## config.mk

```make
export PLATFORM = sky130hd
export DESIGN_NAME = gpio_bank_flat
export DESIGN_NICKNAME = d
export VERILOG_FILES = /design/src/rtl/gpio_bank_pkg.sv /design/src/rtl/gpio_bank_if.sv /design/src/rtl/gpio_sync.sv /design/src/rtl/gpio_bank.sv /design/src/flat_wrapper.sv
export SDC_FILE = /design/constraint.sdc
export NUM_CORES = 1
export LEC_CHECK = 0
export ABC_CLOCK_PERIOD_IN_PS = 1780
export CAP_MARGIN = 40
export CORE_AREA = 2 2 146 163
export DETAILED_ROUTE_END_ITERATION = 10
export DIE_AREA = 0 0 148 165
export GPL_TIMING_DRIVEN = 0
export PLACE_DENSITY = 0.74
export SYNTH_ARGS = -nofsm -noshare
export SYNTH_HDL_FRONTEND = slang
export SYNTH_SLANG_ARGS = --single-unit
```

## constraint.sdc

```tcl
create_clock -name clk -period 1.78 [get_ports clk]
set_clock_uncertainty 0.05 [all_clocks]
set_input_delay 0.534 -clock clk [delete_from_list [all_inputs] [get_ports clk]]
set_output_delay 0.534 -clock clk [all_outputs]
set_load 0.005 [all_outputs]
```

## src/rtl/gpio_bank_pkg.sv

```systemverilog
// -----------------------------------------------------------------------------
// gpio_bank_pkg
// Shared definitions for the GPIO bank on the FemtoRV32 IO page: register
// word indices, register-bus widths and the maximum supported pin count.
// No ports (package).
// -----------------------------------------------------------------------------
package gpio_bank_pkg;

   localparam int REG_ADDR_W = 4;
   localparam int REG_DATA_W = 32;
   localparam int MAX_WIDTH  = 32;

   // Word register indices (SoC byte address bits [5:2])
   localparam logic [REG_ADDR_W-1:0] GPIO_IN      = 4'd0;
   localparam logic [REG_ADDR_W-1:0] GPIO_OUT     = 4'd1;
   localparam logic [REG_ADDR_W-1:0] GPIO_OUT_SET = 4'd2;
   localparam logic [REG_ADDR_W-1:0] GPIO_OUT_CLR = 4'd3;
   localparam logic [REG_ADDR_W-1:0] GPIO_OUT_TGL = 4'd4;
   localparam logic [REG_ADDR_W-1:0] GPIO_DIR     = 4'd5;
   localparam logic [REG_ADDR_W-1:0] GPIO_RISE_EN = 4'd6;
   localparam logic [REG_ADDR_W-1:0] GPIO_FALL_EN = 4'd7;
   localparam logic [REG_ADDR_W-1:0] GPIO_EVENT   = 4'd8;
   localparam logic [REG_ADDR_W-1:0] GPIO_IRQ_EN  = 4'd9;

endpackage

```

## src/rtl/gpio_bank_if.sv

```systemverilog
// -----------------------------------------------------------------------------
// gpio_bank_if
// Processor-side register bus of the GPIO bank.
//   reg_addr  : word register index
//   reg_wstrb : one-cycle write strobe
//   reg_rstrb : one-cycle read strobe
//   reg_wdata : write data
//   reg_rdata : registered read data (valid the cycle after reg_rstrb)
// master = processor side, slave = GPIO bank side.
// -----------------------------------------------------------------------------
interface gpio_bank_if;
   import gpio_bank_pkg::*;

   logic [REG_ADDR_W-1:0] reg_addr;
   logic                  reg_wstrb;
   logic                  reg_rstrb;
   logic [REG_DATA_W-1:0] reg_wdata;
   logic [REG_DATA_W-1:0] reg_rdata;

   modport master (
      output reg_addr, reg_wstrb, reg_rstrb, reg_wdata,
      input  reg_rdata
   );

   modport slave (
      input  reg_addr, reg_wstrb, reg_rstrb, reg_wdata,
      output reg_rdata
   );

endinterface

```

## src/rtl/gpio_sync.sv

```systemverilog
// -----------------------------------------------------------------------------
// gpio_sync
// Synchronises asynchronous pad inputs into the clk domain and produces the
// unmasked per-bit edge terms.
//   clk, reset : system clock, synchronous active-high reset
//   d          : raw pad inputs (asynchronous)
//   q          : synchronised inputs (last stage of the chain)
//   rise_raw   : q high now, low one cycle earlier
//   fall_raw   : q low now, high one cycle earlier
// -----------------------------------------------------------------------------
module gpio_sync #(
   parameter int WIDTH       = 24,
   parameter int SYNC_STAGES = 2
) (
   input  logic             clk,
   input  logic             reset,
   input  logic [WIDTH-1:0] d,
   output logic [WIDTH-1:0] q,
   output logic [WIDTH-1:0] rise_raw,
   output logic [WIDTH-1:0] fall_raw
);

   // Element 0 samples the pad; element SYNC_STAGES-1 is the synchronised value.
   logic [SYNC_STAGES-1:0][WIDTH-1:0] chain_q;
   logic [WIDTH-1:0]                  prev_q;

   always_ff @(posedge clk) begin
      if (reset) begin
         chain_q <= '0;
         prev_q  <= '0;
      end else begin
         chain_q <= {chain_q[SYNC_STAGES-2:0], d};
         prev_q  <= chain_q[SYNC_STAGES-1];
      end
   end

   assign q        = chain_q[SYNC_STAGES-1];
   assign rise_raw =  q & ~prev_q;
   assign fall_raw = ~q &  prev_q;

endmodule

```

## src/rtl/gpio_bank.sv

```systemverilog
// -----------------------------------------------------------------------------
// gpio_bank
// Parametrised memory-mapped GPIO bank: synchronised inputs, atomic
// set/clear/toggle of outputs, per-pin rising/falling edge capture into
// write-1-to-clear event flags, and a maskable level interrupt.
//   clk, reset : system clock, synchronous active-high reset
//   bus        : register bus (gpio_bank_if.slave)
//   port_in    : raw pad inputs (asynchronous)
//   port_out   : pad output values (SB_IO D_OUT)
//   port_dir   : pad output enables, 1 = output (SB_IO OUTPUT_ENABLE)
//   irq        : |(EVENT & IRQ_EN)
// -----------------------------------------------------------------------------
module gpio_bank
   import gpio_bank_pkg::*;
#(
   parameter int               WIDTH       = 24,
   parameter int               SYNC_STAGES = 2,
   parameter logic [WIDTH-1:0] RESET_OUT   = '0,
   parameter logic [WIDTH-1:0] RESET_DIR   = '0
) (
   input  logic             clk,
   input  logic             reset,
   gpio_bank_if.slave       bus,
   input  logic [WIDTH-1:0] port_in,
   output logic [WIDTH-1:0] port_out,
   output logic [WIDTH-1:0] port_dir,
   output logic             irq
);

   logic [WIDTH-1:0]      sync_q;
   logic [WIDTH-1:0]      rise_raw;
   logic [WIDTH-1:0]      fall_raw;
   logic [WIDTH-1:0]      rise_en_q;
   logic [WIDTH-1:0]      fall_en_q;
   logic [WIDTH-1:0]      event_q;
   logic [WIDTH-1:0]      irq_en_q;
   logic [REG_DATA_W-1:0] rdata_q;
   logic [REG_DATA_W-1:0] rd_mux;
   logic [WIDTH-1:0]      wdata_w;
   logic [WIDTH-1:0]      w1c_mask;
   logic                  unused_wdata;

   gpio_sync #(
      .WIDTH       (WIDTH),
      .SYNC_STAGES (SYNC_STAGES)
   ) u_sync (
      .clk      (clk),
      .reset    (reset),
      .d        (port_in),
      .q        (sync_q),
      .rise_raw (rise_raw),
      .fall_raw (fall_raw)
   );

   // Write bits above WIDTH are dropped; the reduction only keeps them referenced.
   assign wdata_w      = bus.reg_wdata[WIDTH-1:0];
   assign unused_wdata = ^bus.reg_wdata;

   assign w1c_mask = (bus.reg_wstrb && bus.reg_addr == GPIO_EVENT) ? wdata_w : '0;

   // Read mux; write-only and unmapped indices read 0, upper bits read 0.
   always_comb begin
      rd_mux = '0;
      case (bus.reg_addr)
         GPIO_IN:      rd_mux[WIDTH-1:0] = sync_q;
         GPIO_OUT:     rd_mux[WIDTH-1:0] = port_out;
         GPIO_DIR:     rd_mux[WIDTH-1:0] = port_dir;
         GPIO_RISE_EN: rd_mux[WIDTH-1:0] = rise_en_q;
         GPIO_FALL_EN: rd_mux[WIDTH-1:0] = fall_en_q;
         GPIO_EVENT:   rd_mux[WIDTH-1:0] = event_q;
         GPIO_IRQ_EN:  rd_mux[WIDTH-1:0] = irq_en_q;
         default:      rd_mux = '0;
      endcase
   end

   always_ff @(posedge clk) begin
      if (reset) begin
         port_out  <= RESET_OUT;
         port_dir  <= RESET_DIR;
         rise_en_q <= '0;
         fall_en_q <= '0;
         event_q   <= '0;
         irq_en_q  <= '0;
         rdata_q   <= '0;
      end else begin
         // Read captures the pre-write view when both strobes coincide.
         if (bus.reg_rstrb)
            rdata_q <= rd_mux;

         // Edges are OR-ed in after the clear, so a fresh edge wins over W1C.
         event_q <= (event_q & ~w1c_mask)
                  | (rise_raw & rise_en_q)
                  | (fall_raw & fall_en_q);

         if (bus.reg_wstrb) begin
            case (bus.reg_addr)
               GPIO_OUT:     port_out  <= wdata_w;
               GPIO_OUT_SET: port_out  <= port_out | wdata_w;
               GPIO_OUT_CLR: port_out  <= port_out & ~wdata_w;
               GPIO_OUT_TGL: port_out  <= port_out ^ wdata_w;
               GPIO_DIR:     port_dir  <= wdata_w;
               GPIO_RISE_EN: rise_en_q <= wdata_w;
               GPIO_FALL_EN: fall_en_q <= wdata_w;
               GPIO_IRQ_EN:  irq_en_q  <= wdata_w;
               default:      ;
            endcase
         end
      end
   end

   assign bus.reg_rdata = rdata_q;
   assign irq           = |(event_q & irq_en_q);

endmodule
```

## src/flat_wrapper.sv

```systemverilog
// flat-port wrapper written by rule: the top's interface ports become plain ports
module gpio_bank_flat import gpio_bank_pkg::*;
#(
   parameter int               WIDTH       = 24,
   parameter int               SYNC_STAGES = 2,
   parameter logic [WIDTH-1:0] RESET_OUT   = '0,
   parameter logic [WIDTH-1:0] RESET_DIR   = '0
)
  (clk, reset, port_in, port_out, port_dir, irq, bus_reg_addr, bus_reg_wstrb, bus_reg_rstrb, bus_reg_wdata, bus_reg_rdata);
  gpio_bank_if bus_i ();
  input  logic clk;
  input  logic reset;
  input  logic [WIDTH-1:0] port_in;
  output logic [WIDTH-1:0] port_out;
  output logic [WIDTH-1:0] port_dir;
  output logic irq;
  input wire logic [$bits(bus_i.reg_addr)-1:0] bus_reg_addr;
  input wire logic [$bits(bus_i.reg_wstrb)-1:0] bus_reg_wstrb;
  input wire logic [$bits(bus_i.reg_rstrb)-1:0] bus_reg_rstrb;
  input wire logic [$bits(bus_i.reg_wdata)-1:0] bus_reg_wdata;
  output wire logic [$bits(bus_i.reg_rdata)-1:0] bus_reg_rdata;
  assign bus_i.reg_addr = bus_reg_addr;
  assign bus_i.reg_wstrb = bus_reg_wstrb;
  assign bus_i.reg_rstrb = bus_reg_rstrb;
  assign bus_i.reg_wdata = bus_reg_wdata;
  assign bus_reg_rdata = bus_i.reg_rdata;
  gpio_bank #(.WIDTH(WIDTH), .SYNC_STAGES(SYNC_STAGES), .RESET_OUT(RESET_OUT), .RESET_DIR(RESET_DIR)) u_core (.clk(clk), .reset(reset), .bus(bus_i), .port_in(port_in), .port_out(port_out), .port_dir(port_dir), .irq(irq));
endmodule
```

==> flow_metrics.env, run 1 <==
export IMPL_h_tree_depth=1
export IMPL_crit_required_ps=1200
export IMPL_synth_async_sr_flop_share_pct=0
export IMPL_grt_first_pass_wirelength_um=55900
export IMPL_drive_gt1_share_pct=19.1
export IMPL_synth_top_cell_by_area="dfxtp_1"
export IMPL_syn_area_um2=11200
export IMPL_setup_viol=1
export IMPL_dieArea_um2=24400
export IMPL_ys_types=43
export IMPL_tightestPinTransition_ps=854
export IMPL_core_um2=22600
export IMPL_ant_nets=0
export IMPL_path_class="reg2out"
export IMPL_hpwl_um=26200
export IMPL_hold_class="in2reg"
export IMPL_combinationalPowerShare_pct=9.7
export IMPL_cp_cell_sequence="a22oi_2 > nand4_1 > nor2_1 > nand4_1 > buf_2"
export IMPL_cts_tree="yes"
export IMPL_cp_slowest_stage_delay_ps=330
export IMPL_grt_antenna_before_repair=1
export IMPL_gr_total_overflow=0
export IMPL_crit_slowest_cell="dfxtp_2"
export IMPL_clock_fmax_mhz=437
export IMPL_yosysMostFrequentCell="dfxtp_1"
export IMPL_grt_pass1_vias=9749
export IMPL_netlist_area_leader_share_pct=42.9
export IMPL_synthTopCellsByCount="240 x dfxtp_1, 217 x nand2_1, 80 x a22oi_1, 74 x nor2_1, 74 x nor2b_1"
export IMPL_yosys_top_cells_area="dfxtp_1 43%, nand2_1 7.3%, a22oi_1 5.4%"
export IMPL_cts_root_buf="clkbuf_16"
export IMPL_crit_fanout=2
export IMPL_p_switching_w=0.00305
export IMPL_fin_util_pct=62.7
export IMPL_synth_cells=1257
export IMPL_synth_edff_count=0
export IMPL_power_internal_w=0.00909
export IMPL_drtIter0Drc=878
export IMPL_initial_core_util_pct=49.5
export IMPL_syn_area_per_cell_um2=8.92
export IMPL_wl_per_cell_um=20.5
export IMPL_cellLeakagePower_nw=5.69
export IMPL_clock_sinks=240
export IMPL_yosys_warnings=0
export IMPL_outcome="finished, violations left"
export IMPL_grt_setup_unrepaired="true"
export IMPL_cts_buffers=25
export IMPL_crit_path_frequent_cell="nand4_1"
export IMPL_vdd_ir_drop_max_v=0.000705
export IMPL_clockPowerShare_pct=44.3
export IMPL_n_antenna_cell=0
export IMPL_fin_cells=1770
export IMPL_dieWidth_um=148
export IMPL_path_clk_slew_ps=70
export IMPL_synthFlopType="dfxtp_1"
export IMPL_endpoint_kind="primary output"
export IMPL_hold_viol=0
export IMPL_place_congestion=0.961
export IMPL_critPathLaunchType="flop"
export IMPL_power_density_nw_per_um2=855
export IMPL_clk_latency_ps=530
export IMPL_fin_crit_sh_pct=128
export IMPL_seq_area_frac_synth_pct=42.9
export IMPL_final_max_slew_viol_count=0
export IMPL_worst_slack_ps=-507
export IMPL_vias=10200
export IMPL_wl_um=36200
export IMPL_max_cap_viol_count=0
export IMPL_grt_max_degree=16
export IMPL_p_sw_share_pct=25.1
export IMPL_maxSlewHeadroom_pct=43.0
export IMPL_viasPerCell=5.74
export IMPL_critPathArrivalTime_ps=1700
export IMPL_ys_ff_latch=240
export IMPL_dr_pass1_iters=5
export IMPL_io_buffers=123
export IMPL_finalPower_w=0.0121
export IMPL_drc=0
export IMPL_period_needed_ps=2290
export IMPL_die_h_um=165
export IMPL_row_count=58
export IMPL_nNetsFinal=1564
export IMPL_grt_use_total_pct=29.4
export IMPL_syn2layout_area_growth_pct=26.7
export IMPL_num_io_pins=145
export IMPL_dp_cells=1688
export IMPL_violations="setup timing"
export IMPL_seq_power_share_pct=46.1
export IMPL_cts_buffer_depth=3
==> power by group through the flow <==
stage,registers (W),logic (W),clock network (W)
finish,0.00559,0.00117,0.00537
global route,0.00560,0.00128,0.00565
CTS,0.00559,0.00114,0.00540
detailed placement,0.00574,0.00110,0
global placement,0.00574,0.00108,0
floorplan,0.00570,0.000624,0
==> layer usage <==
metal / global-route usage, % / vias to the layer above / wire [µm]
li1: - / 4800 / -
met1: 41.3 / 4829 / 15900
met2: 47.6 / 470 / 16500
met3: 4.09 / 59 / 2890
met4: 8.23 / 2 / 878
met5: 0 / - / 13
==> sequential cells by signal (all words and copies together), names as in the netlist <==
name and cells:
u_core.u_sync.q 24, u_core.fall_en_q 24, u_core.u_sync.prev_q 24, u_core.event_q 24, u_core.bus.reg_rdata 24, u_core.port_dir 24
u_core.u_sync.chain_q 24, u_core.port_out 24, u_core.irq_en_q 24, u_core.rise_en_q 24
==> cell type report <==
type	instances	area (µm²)
well taps	300	375
clock buffers	33	716
multi-input cells	869	5770
inverters	49	184
clock inverters	12	130
fillers	1998	8440
plain buffers	105	621
repair buffers	162	1460
flip-flops and latches	240	4950
==> logic make-up after synthesis <==
logic type / Yosys count / share of synthesized area, %
muxes: 48 / 4.29
AOI/OAI and AO/OA: 326 / 22.0
DFF: 240 / 42.9
adders and majority gates: 48 / 5.36
buffers and inverters: 155 / 6.35
and+or+nand+nor: 439 / 19.1
other: 1 / 0.0335
==> what timing repair did <==
action                     CTS  global route
buffers inserted            30             7
hold buffers                 0             0
gates cloned                 0             1
setup endpoints to repair  202            84
pin swaps                    7             3
gates resized for setup    194            52
==> critical path, delay by kind of cell, from the launching register on <==
kind	cells	cell delay, ps
simple gates	3	420
compound gates	1	240
flops	1	330
buf+inv	1	180
==> path summary, 6_finish.rpt <==
kind                                        from                                     to  slack [ps]  cells past startpoint
min reg2reg  u_core.u_sync.chain_q[0]$_SDFF_PP0_          u_core.u_sync.q[0]$_SDFF_PP0_         370                      1
min                                        reset         u_core.u_sync.q[17]$_SDFF_PP0_         350                      2
max             u_core.irq_en_q[17]$_SDFFE_PP0P_                                    irq        -510                      5
max reg2reg       u_core.u_sync.q[22]$_SDFF_PP0_  u_core.bus.reg_rdata[22]$_SDFFE_PP0P_         390                      4
==> cell usage in the layout (no fill, tap or decap), types with 7 or more instances in the layout <==
cell type	netlist	final
nand2_1	217	217
dfxtp_1	240	169
dlygate4sd2_1	0	80
a22oi_1	80	75
nor2_1	74	74
nor2b_1	74	74
a21oi_1	72	72
buf_4	19	61
inv_1	49	49
dfxtp_2	0	49
mux2i_1	48	48
nand3b_1	48	48
ha_1	48	48
clkbuf_1	45	35
o21ai_0	28	28
a221oi_1	29	28
clkdlybuf4s50_1	0	27
buf_2	41	26
a31oi_1	25	25
clkbuf_16	0	25
o21a_1	23	23
dfxtp_4	0	22
a221oi_2	20	21
o21ai_1	21	21
a311oi_2	20	20
dlymetal6s2s_1	0	15
buf_6	1	9
clkbuf_2	0	8
conb_1	1	8
clkbuf_8	0	7
clkbuf_4	0	7
==> through the flow <==
step	worst slack (ps)	TNS, ps	area [µm²]	hold slack (ps)
5_1_grt	-553	-717	14200	389
3_5_place_dp	-1070	-111210	12900	370
6_report	-507	-507	14200	347
4_1_cts	-502	-502	14000	372
2_1_floorplan	-34.0	-1160	11300	364
3_3_place_gp	-1050	-107780	12900	367
Power figures use the tool's default switching activity.
==> inputs of run 2 (changes only) <==
HOLD_SLACK_MARGIN = 0.02   (was unset)
==> results of run 2 <==
No change in the layout: final DEF, timing and power equal those of run 1.
